===== src/rtl/pll_reset_seq_pkg.sv =====
`default_nettype none
// ============================================================================
// Module      : pll_reset_seq_pkg
// Description : Shared state encodings and elaboration-time helpers for the
//               PLL lock supervisor / reset sequencer.
// Revision    : 1.0 - initial release
// ============================================================================
package pll_reset_seq_pkg;

    localparam int C_ST_W = 3;

    localparam logic [C_ST_W-1:0] C_ST_PLL_RST   = 3'd0;
    localparam logic [C_ST_W-1:0] C_ST_WAIT_LOCK = 3'd1;
    localparam logic [C_ST_W-1:0] C_ST_RELEASE   = 3'd2;
    localparam logic [C_ST_W-1:0] C_ST_RUN       = 3'd3;
    localparam logic [C_ST_W-1:0] C_ST_SW_HOLD   = 3'd4;

    // Largest of three cycle counts, used to size the shared phase counter.
    function automatic int max3(input int a, input int b, input int c);
        int m;
        m = a;
        if (b > m) m = b;
        if (c > m) m = c;
        return m;
    endfunction

endpackage
`default_nettype wire


===== src/rtl/pll_reset_seq_cdc_sync2.sv =====
`default_nettype none
// ============================================================================
// Module      : cdc_sync2
// Description : Parametrised-width two-flop synchroniser with synchronous
//               active-low clear. Reusable for any asynchronous level input.
// Revision    : 1.0 - initial release
// ============================================================================
module cdc_sync2 #(
    parameter int WIDTH = 1
) (
    input  logic             clk,
    input  logic             resetn,
    input  logic [WIDTH-1:0] i_d,
    output logic [WIDTH-1:0] o_q
);

    logic [WIDTH-1:0] r_meta;
    logic [WIDTH-1:0] r_sync;

    // Two back-to-back flops give the first stage a full cycle to resolve.
    always_ff @(posedge clk) begin
        if (!resetn) begin
            r_meta <= '0;
            r_sync <= '0;
        end else begin
            r_meta <= i_d;
            r_sync <= r_meta;
        end
    end

    assign o_q = r_sync;

endmodule
`default_nettype wire


===== src/rtl/pll_reset_seq.sv =====
`default_nettype none
// ============================================================================
// Module      : pll_reset_seq
// Description : PLL lock supervisor and multi-domain reset sequencer. Holds
//               the PLL in reset, waits for a stable lock, then releases the
//               reset domains one by one. Lock loss restarts the PLL; a
//               software warm reset re-sequences the domains only.
// Revision    : 1.0 - initial release
// ============================================================================
module pll_reset_seq
    import pll_reset_seq_pkg::*;
#(
    parameter int N_DOMAINS          = 2,
    parameter int PLL_RST_CYCLES     = 16,
    parameter int LOCK_STABLE_CYCLES = 1024,
    parameter int LOCK_TIMEOUT       = 65536,
    parameter int RELEASE_GAP        = 8,
    parameter int CNT_W              = 8
) (
    input  logic                 clk,
    input  logic                 resetn,
    input  logic                 pll_locked,
    input  logic                 sw_reset_req,
    output logic                 pll_resetb,
    output logic [N_DOMAINS-1:0] domain_resetn,
    output logic                 ready,
    output logic [CNT_W-1:0]     lock_loss_cnt,
    output logic [CNT_W-1:0]     retry_cnt
);

    // One phase counter serves PLL_RST, SW_HOLD, WAIT_LOCK timeout and the
    // release gap, since only one of them is active at a time.
    localparam int C_CYC_MAX = max3(PLL_RST_CYCLES, LOCK_TIMEOUT, RELEASE_GAP);
    localparam int C_CYC_W   = $clog2(C_CYC_MAX + 1);
    localparam int C_STB_W   = $clog2(LOCK_STABLE_CYCLES + 1);
    localparam logic [CNT_W-1:0] C_CNT_SAT = {CNT_W{1'b1}};

    logic [C_ST_W-1:0]    r_state;
    logic [C_CYC_W-1:0]   r_cnt;
    logic [C_STB_W-1:0]   r_stable;
    logic                 r_pll_resetb;
    logic [N_DOMAINS-1:0] r_domain_resetn;
    logic                 r_ready;
    logic [CNT_W-1:0]     r_lock_loss_cnt;
    logic [CNT_W-1:0]     r_retry_cnt;

    logic                 w_lock_s;
    logic [C_CYC_W-1:0]   w_cnt_inc;
    logic [C_STB_W-1:0]   w_stable_inc;
    logic                 w_live;
    logic                 w_hold;

    cdc_sync2 #(
        .WIDTH (1)
    ) u_lock_sync (
        .clk    (clk),
        .resetn (resetn),
        .i_d    (pll_locked),
        .o_q    (w_lock_s)
    );

    assign w_cnt_inc    = r_cnt + C_CYC_W'(1);
    assign w_stable_inc = r_stable + C_STB_W'(1);
    assign w_live       = (r_state == C_ST_RELEASE) || (r_state == C_ST_RUN);
    assign w_hold       = (r_state == C_ST_SW_HOLD);

    // Sequencer FSM; lock loss outranks warm reset, which outranks progress.
    always_ff @(posedge clk) begin
        if (!resetn) begin
            r_state         <= C_ST_PLL_RST;
            r_cnt           <= '0;
            r_stable        <= '0;
            r_pll_resetb    <= 1'b0;
            r_domain_resetn <= '0;
            r_ready         <= 1'b0;
            r_lock_loss_cnt <= '0;
            r_retry_cnt     <= '0;
        end else if ((w_live || w_hold) && !w_lock_s) begin
            r_state         <= C_ST_PLL_RST;
            r_cnt           <= '0;
            r_stable        <= '0;
            r_pll_resetb    <= 1'b0;
            r_domain_resetn <= '0;
            r_ready         <= 1'b0;
            if (r_lock_loss_cnt != C_CNT_SAT) begin
                r_lock_loss_cnt <= r_lock_loss_cnt + CNT_W'(1);
            end
        end else if (w_live && sw_reset_req) begin
            r_state         <= C_ST_SW_HOLD;
            r_cnt           <= '0;
            r_domain_resetn <= '0;
            r_ready         <= 1'b0;
        end else begin
            case (r_state)
                C_ST_PLL_RST: begin
                    if (w_cnt_inc == C_CYC_W'(PLL_RST_CYCLES)) begin
                        r_state      <= C_ST_WAIT_LOCK;
                        r_cnt        <= '0;
                        r_stable     <= '0;
                        r_pll_resetb <= 1'b1;
                    end else begin
                        r_cnt <= w_cnt_inc;
                    end
                end
                C_ST_WAIT_LOCK: begin
                    if (w_lock_s && (w_stable_inc == C_STB_W'(LOCK_STABLE_CYCLES))) begin
                        // Bit 0 goes up on the same edge that enters RELEASE.
                        r_state         <= C_ST_RELEASE;
                        r_cnt           <= '0;
                        r_stable        <= '0;
                        r_domain_resetn <= N_DOMAINS'(1);
                    end else if (w_cnt_inc == C_CYC_W'(LOCK_TIMEOUT)) begin
                        r_state      <= C_ST_PLL_RST;
                        r_cnt        <= '0;
                        r_stable     <= '0;
                        r_pll_resetb <= 1'b0;
                        if (r_retry_cnt != C_CNT_SAT) begin
                            r_retry_cnt <= r_retry_cnt + CNT_W'(1);
                        end
                    end else begin
                        r_cnt    <= w_cnt_inc;
                        r_stable <= w_lock_s ? w_stable_inc : '0;
                    end
                end
                C_ST_RELEASE: begin
                    if (w_cnt_inc == C_CYC_W'(RELEASE_GAP)) begin
                        r_cnt <= '0;
                        if (&r_domain_resetn) begin
                            r_state <= C_ST_RUN;
                            r_ready <= 1'b1;
                        end else begin
                            // Shift a one in so released bits stay high.
                            r_domain_resetn <= (r_domain_resetn << 1) | N_DOMAINS'(1);
                        end
                    end else begin
                        r_cnt <= w_cnt_inc;
                    end
                end
                C_ST_RUN: begin
                    r_cnt <= '0;
                end
                C_ST_SW_HOLD: begin
                    if (w_cnt_inc == C_CYC_W'(PLL_RST_CYCLES)) begin
                        r_state         <= C_ST_RELEASE;
                        r_cnt           <= '0;
                        r_domain_resetn <= N_DOMAINS'(1);
                    end else begin
                        r_cnt <= w_cnt_inc;
                    end
                end
                default: begin
                    r_state         <= C_ST_PLL_RST;
                    r_cnt           <= '0;
                    r_stable        <= '0;
                    r_pll_resetb    <= 1'b0;
                    r_domain_resetn <= '0;
                    r_ready         <= 1'b0;
                end
            endcase
        end
    end

    assign pll_resetb    = r_pll_resetb;
    assign domain_resetn = r_domain_resetn;
    assign ready         = r_ready;
    assign lock_loss_cnt = r_lock_loss_cnt;
    assign retry_cnt     = r_retry_cnt;

endmodule
`default_nettype wire


===== config.mk =====
export PLATFORM = sky130hd
export DESIGN_NAME = pll_reset_seq
export DESIGN_NICKNAME = d
export VERILOG_FILES = /design/src/rtl/pll_reset_seq_pkg.sv /design/src/rtl/pll_reset_seq_cdc_sync2.sv /design/src/rtl/pll_reset_seq.sv
export SDC_FILE = /design/constraint.sdc
export NUM_CORES = 1
export LEC_CHECK = 0
export BUFFER_PORTS_ARGS = -buffer_cell sky130_fd_sc_hd__buf_2
export CAP_MARGIN = 30
export CORE_UTILIZATION = 40
export DETAILED_ROUTE_END_ITERATION = 12
export SYNTH_ARGS = -nofsm -noshare
export SYNTH_HDL_FRONTEND = slang
export SYNTH_SLANG_ARGS = --single-unit

===== constraint.sdc =====
create_clock -name clk -period 4.5 [get_ports clk]
set_input_delay 0.225 -clock clk [delete_from_list [all_inputs] [get_ports clk]]
set_output_delay 0.225 -clock clk [all_outputs]
set_load 0.02 [all_outputs]

==> Word-level counts from Yosys, hierarchy flattened <==
Cells that the tools add are included.
{ "classes": {"bitwise": 8, "n_mux": 30, "n_eq_ne": 25, "add_sub_neg": 4, "reduce_logical": 22} }
{ "ops": {"columns": ["operator", "count"], "rows": [
  ["17-bit two-way mux", 4],
  ["17-bit one-hot mux with 3 select lines", 1],
  ["11-bit two-way mux", 4],
  ["11-bit one-hot mux with 3 select lines", 1],
  ["3-bit two-way mux", 7],
  ["6-bit AND reduction", 3],
  ["17-bit by 1-bit adder with 17-bit output (second input constant)", 1],
  ["17-bit equality test (second input constant)", 1],
  ["17-bit by 4-bit equality test with 1-bit output (second input constant)", 1],
  ["17-bit by 5-bit equality test with 1-bit output (second input constant)", 1],
  ["8-bit by 1-bit adder with 8-bit output (second input constant)", 2],
  ["8-bit inequality test (second input constant)", 2],
  ["3-bit one-hot mux with 5 select lines", 1],
  ["11-bit by 1-bit adder with 11-bit output (second input constant)", 1],
  ["11-bit equality test (second input constant)", 1],
  ["2-bit inequality test (second input constant)", 5],
  ["5-bit AND reduction", 2],
  ["3-bit by 1-bit inequality test with 1-bit output (second input constant)", 3],
  ["2-bit two-way mux", 4],
  ["2-bit by 1-bit inequality test with 1-bit output (second input constant)", 4],
  ["1-bit NOT", 8],
  ["2-bit one-hot mux with 4 select lines", 1],
  ["3-bit by 2-bit equality test with 1-bit output (second input constant)", 2],
  ["3-bit inequality test (second input constant)", 2],
  ["15 further kinds", 27]
]} }
{ "totals": {"ff_bits": 53, "output_inout_bits": 20} }

==> Logic depth before layout (Yosys ltp) <==
{ "logic_depth": {"word_depth": 6, "mapped_depth": 10, "depth_no_buf": 9} }

==> Modules after synthesis <==
A second synthesis with hierarchy kept.
{ "unflattened": {"cells_unflattened": 358, "hier_area_um2": 2985.4} }
{ "by_module_without_submodules": {"columns": ["mod", "n_inst", "area_per_inst_um2", "cells_per_inst"], "rows": [
  ["pll_reset_seq", 1, 2932.8, 354],
  ["cdc_sync2", 1, 52.6, 4]
]} }

==> Least setup slack after synthesis <==
OpenSTA, ideal clock, no wires.
{ "synth_path": {"path_type": "reg-to-reg", "startpoint": "reg r_cnt[0]", "endpoint": "reg r_retry_cnt[3], in the netlist retry_cnt[3]", "t_required_ns": 4.430, "stages_incl_launch_ff": 11, "path_slack_ns": 1.624, "arrival_time_ns": 2.807, "path_cell_list": "dfxtp_1 ha_1 nand3_2 o31ai_1 nand4_1 or4b_4 nor4_4 nand4b_4 buf_6 or3_1 a21oi_1"} }
{ "synth_via": {"elab_chain_cells": 3} }
{ "synth_lines": {"columns": ["element", "line_no", "source"], "rows": [
  ["start: declaration", "pll_reset_seq.sv:39", "logic [C_CYC_W-1:0] r_cnt;"],
  ["start signal: assignment", "pll_reset_seq.sv:102", "r_cnt <= w_cnt_inc;"],
  ["start signal: assignment", "pll_reset_seq.sv:121", "r_cnt <= w_cnt_inc;"],
  ["start signal: assignment", "pll_reset_seq.sv:136", "r_cnt <= w_cnt_inc;"],
  ["17-bit by 1-bit adder with 17-bit output", "pll_reset_seq.sv:62", "assign w_cnt_inc = r_cnt + C_CYC_W'(1);"],
  ["17-bit equality test", "pll_reset_seq.sv:112", "end else if (w_cnt_inc == C_CYC_W'(LOCK_TIMEOUT)) begin"],
  ["6-bit AND reduction (no source line)", null, null],
  ["end signal: assignment", "pll_reset_seq.sv:118", "r_retry_cnt <= r_retry_cnt + CNT_W'(1);"],
  ["end: declaration", "pll_reset_seq.sv:45", "logic [CNT_W-1:0] r_retry_cnt;"]
]} }
Every way passes these cells.
A chain may end at the register's enable or synchronous reset.

==> Worst setup path after layout <==
{ "layout_path": {"startpoint": "reg r_cnt[0]", "endpoint": "reg r_retry_cnt[7], in the netlist retry_cnt[7]"} }
Same word-level chain as after synthesis.

==> qor.yml <==
status: "complete, no violations"
cp_data_required_time_ns: 4.73
finalClockSkew_ns: 0.00774
synth_top_family_by_area: "simple AND/OR/NAND/NOR gates"
cts_buffer_depth: 2
synth_edf_count: 0
die_h_um: 87.7
synth_compound_gate_area_share_pct: 17.1
syn_inst: 352
track_usage_pct: 17.2
syn_nets: 362
grt_start_max_net_pins: 22
slowest_stage: "or4b_4"
gr-total-overflow: 0
synthMuxAreaShare_pct: 1.36
yosysTopAreaCellShare_pct: 36.1
ant_nets: 0
drt_iter0_markers: 126
hold_path_depth: 2
drt-wirelength-per-cell_um: 13.5
synthSimpleGateAreaFrac_pct: 31.9
coreArea_um2: 6940
dp_hpwl_um: 4450
finalCriticalPeriod_ns: 3.30
die_x_um: 87.7
utilization_pct: 45.8
slew_viol_final: 0
fin_setup_tns_ns: 0
htree_levels: 2
final-hold-violation-count: 0
synthAdderAreaFrac_pct: 2.56
yosys_warnings: 0
cap_viol_max_count: 0
ys_seq_elements: 53
syn_to_final_growth_pct: 8.26
synthTopCellsByArea: "dfxtp_1 (36%), nor3_1 (4.6%), xor2_1 (4.5%), nor2_1 (4.0%), nand2_1 (3.3%)"
rsz0062_at_grt: "no"
drt-total-wl_um: 6260
met3_usage_pct: 2.54
clock_latency_ns: 0.31
dr.pass1.iters: 4
ys_seq_area_share_pct: 36.1
layout.nets: 376
met1_usage_pct: 21.7
rr_endpoint: "retry_cnt[7]"
syn-cell-area_um2: 2940
die_area_um2: 7690
diodes: 0
post_cts_buffers: 0
p_per_area_nw_per_um2: 240
timing.rr.start: "r_cnt[0]"
end_kind: "register"
period_share_pct: 73.4
synth_top_cell_by_area: "dfxtp_1"
gp_congestion: 0.852
setup.worst_path.start_class: "register"
cts-hold-fix-buffers: 0
row_count: 30
start_util_pct: 42.3
yosysUniqueCellTypes: 60
crit_chain: "ha_1 > nand3_2 > o31ai_1 > nand4_1 > or4b_4 > nor4_4 > nand4b_4 > or4_1 > a21oi_1"
grt_busiest_layer: "met2"
drc_errors: 0
clkTransAtPathRegs_ns: 0.10
syn_avg_cell_area_um2: 8.35
grt_pass1_wl_um: 10800
fmax_mhz: 303
worst-path-max-fanout: 14
drive_above_1_share_pct: 11.4
final-setup-viol-count: 0
synthXorXnorAreaFrac_pct: 7.75
crit_buf_inv: 0
place.port_buffers: 23
r2r_cells: 9
slew_headroom_pct: 50.0
io_pins: 24
cts_buffers: 5
antenna_found_initial: 0
vdd_ir_drop_max_uv: 122
worst_hold_path.endpoint: "u_lock_sync.r_meta"
synth_async_sr_flop_share_pct: 0
clock-sinks: 53
ctsRootBufferMaster: "clkbuf_8"
slowest_delay_ns: 0.54
synth_flop_cell: "dfxtp_1"
worstHoldPathType: "in -> reg"
worst_pin_slew_ns: 0.749
critPathKind: "reg -> reg"
ff2ff_setup_slack_ns: 1.20
arrival_ns: 3.54
hold_start: "pll_locked"
leakage_nw: 1.16
grt_util_met2_pct: 30.4
crit_family: "simple AND/OR/NAND/NOR gates"
cts_tree: "done"
grt_pass1_vias: 2351
cts_resized: 0
num_vias: 2586
routed_via_density: 5.59
## worst max-delay path by stage
| stage | end | startpoint | cells after the start | slack (ns) |
|---|---|---|---|---|
| final | retry_cnt[7] | r_cnt[0] | 9 | 1.20 |
| after detailed placement | retry_cnt[7] | r_cnt[0] | 9 | 1.27 |
| after CTS | retry_cnt[7] | r_cnt[0] | 9 | 1.20 |
| after global placement | retry_cnt[5] | r_cnt[0] | 9 | 1.31 |
| after global routing | retry_cnt[7] | r_cnt[0] | 9 | 0.96 |
| after floorplan | retry_cnt[3] | r_cnt[0] | 10 | 1.62 |
## synthesized netlist by cell type, drive strengths merged (2+ instances only)
library cell  count
a211oi            5
inv               5
a21o              8
a211o             3
dfxtp            53
nand2            27
o211ai            2
o22ai             2
mux2i             4
nor3b             3
nor3             27
o21ai            10
and2              4
nand4b            2
xor2             15
ha                6
nor2b             6
or2               3
o31ai             6
o21a              3
nor2             31
clkbuf           12
nor4              7
buf               4
and3              6
and4              3
or4               4
nand4             9
a21oi            20
a311oi            3
or4b              2
or3               9
nand3            20
xnor2            11
nand2b            3
## per-layer routing
layer  vias to the layer above  wire length [um]
li1                       1317                 -
met1                      1232              3040
met2                        31              3020
met3                         6               125
met4                         0                72
met5                         -                 0
## logic make-up (layout without fill, tap and decap cells)
kind of cell             count (synthesis)  in the layout
XOR/XNOR                                26             26
AO/OA/AOI/OAI                           73             73
buffers and inverters                   21             36
multiplexers                             4              4
adder cells (fa/ha/maj)                  6              6
AND/OR/NAND/NOR                        169            169
flip-flops                              53             53
## state kept, by name, summed over array words and instances, names as in the netlist
name / flops
u_lock_sync.o_q: 1
retry_cnt: 8
ready: 1
u_lock_sync.r_meta: 1
r_stable: 11
pll_resetb: 1
r_cnt: 17
lock_loss_cnt: 8
r_state: 3
domain_resetn: 2
## power breakdown
part	internal [mW]	leakage (nW)	switching (mW)	total, mW
Combinational	0.00715	0.698	0.0138	0.0209
Sequential	0.472	0.428	0.00333	0.475
Clock	0.111	0.0385	0.156	0.267
## cells in the final DEF, fill, tap and decap left out, types with 8 or more instances in the layout
cell type and instances:
dfxtp_1 53, nor2_1 31, nor3_1 27, nand2_1 26, buf_2 23, a21oi_1 19, nand3_1 19, xor2_1 15
xnor2_1 11, o21ai_0 10, nand4_1 9, or3_1 9, a21o_1 8
## stage by stage
| step | hold WS, ns | instance area, um^2 | power, mW | worst slack (ns) | cells |
|---|---|---|---|---|---|
| final | 0.128 | 3180 | 0.763 | 1.20 | 463 |
| after CTS | 0.119 | 3180 | 0.775 | 1.20 | 463 |
| after global placement | 0.416 | 3100 | 0.507 | 1.31 | 455 |
| after detailed placement | 0.429 | 3100 | 0.507 | 1.27 | 455 |
| after floorplan | 0.347 | 2940 | 0.501 | 1.62 | 352 |
| after global routing | 0.125 | 3180 | 0.796 | 0.964 | 463 |
## cell type report
| type | count | area (um^2) |
|---|---|---|
| multi-input combinational | 278 | 1780 |
| timing repair buffer | 23 | 115 |
| clock inverter | 1 | 7.51 |
| inverter | 5 | 18.8 |
| clock buffer | 7 | 76.3 |
| fill | 698 | 3760 |
| sequential | 53 | 1060 |
| tap | 96 | 120 |
(Power assumes the default switching activity.)
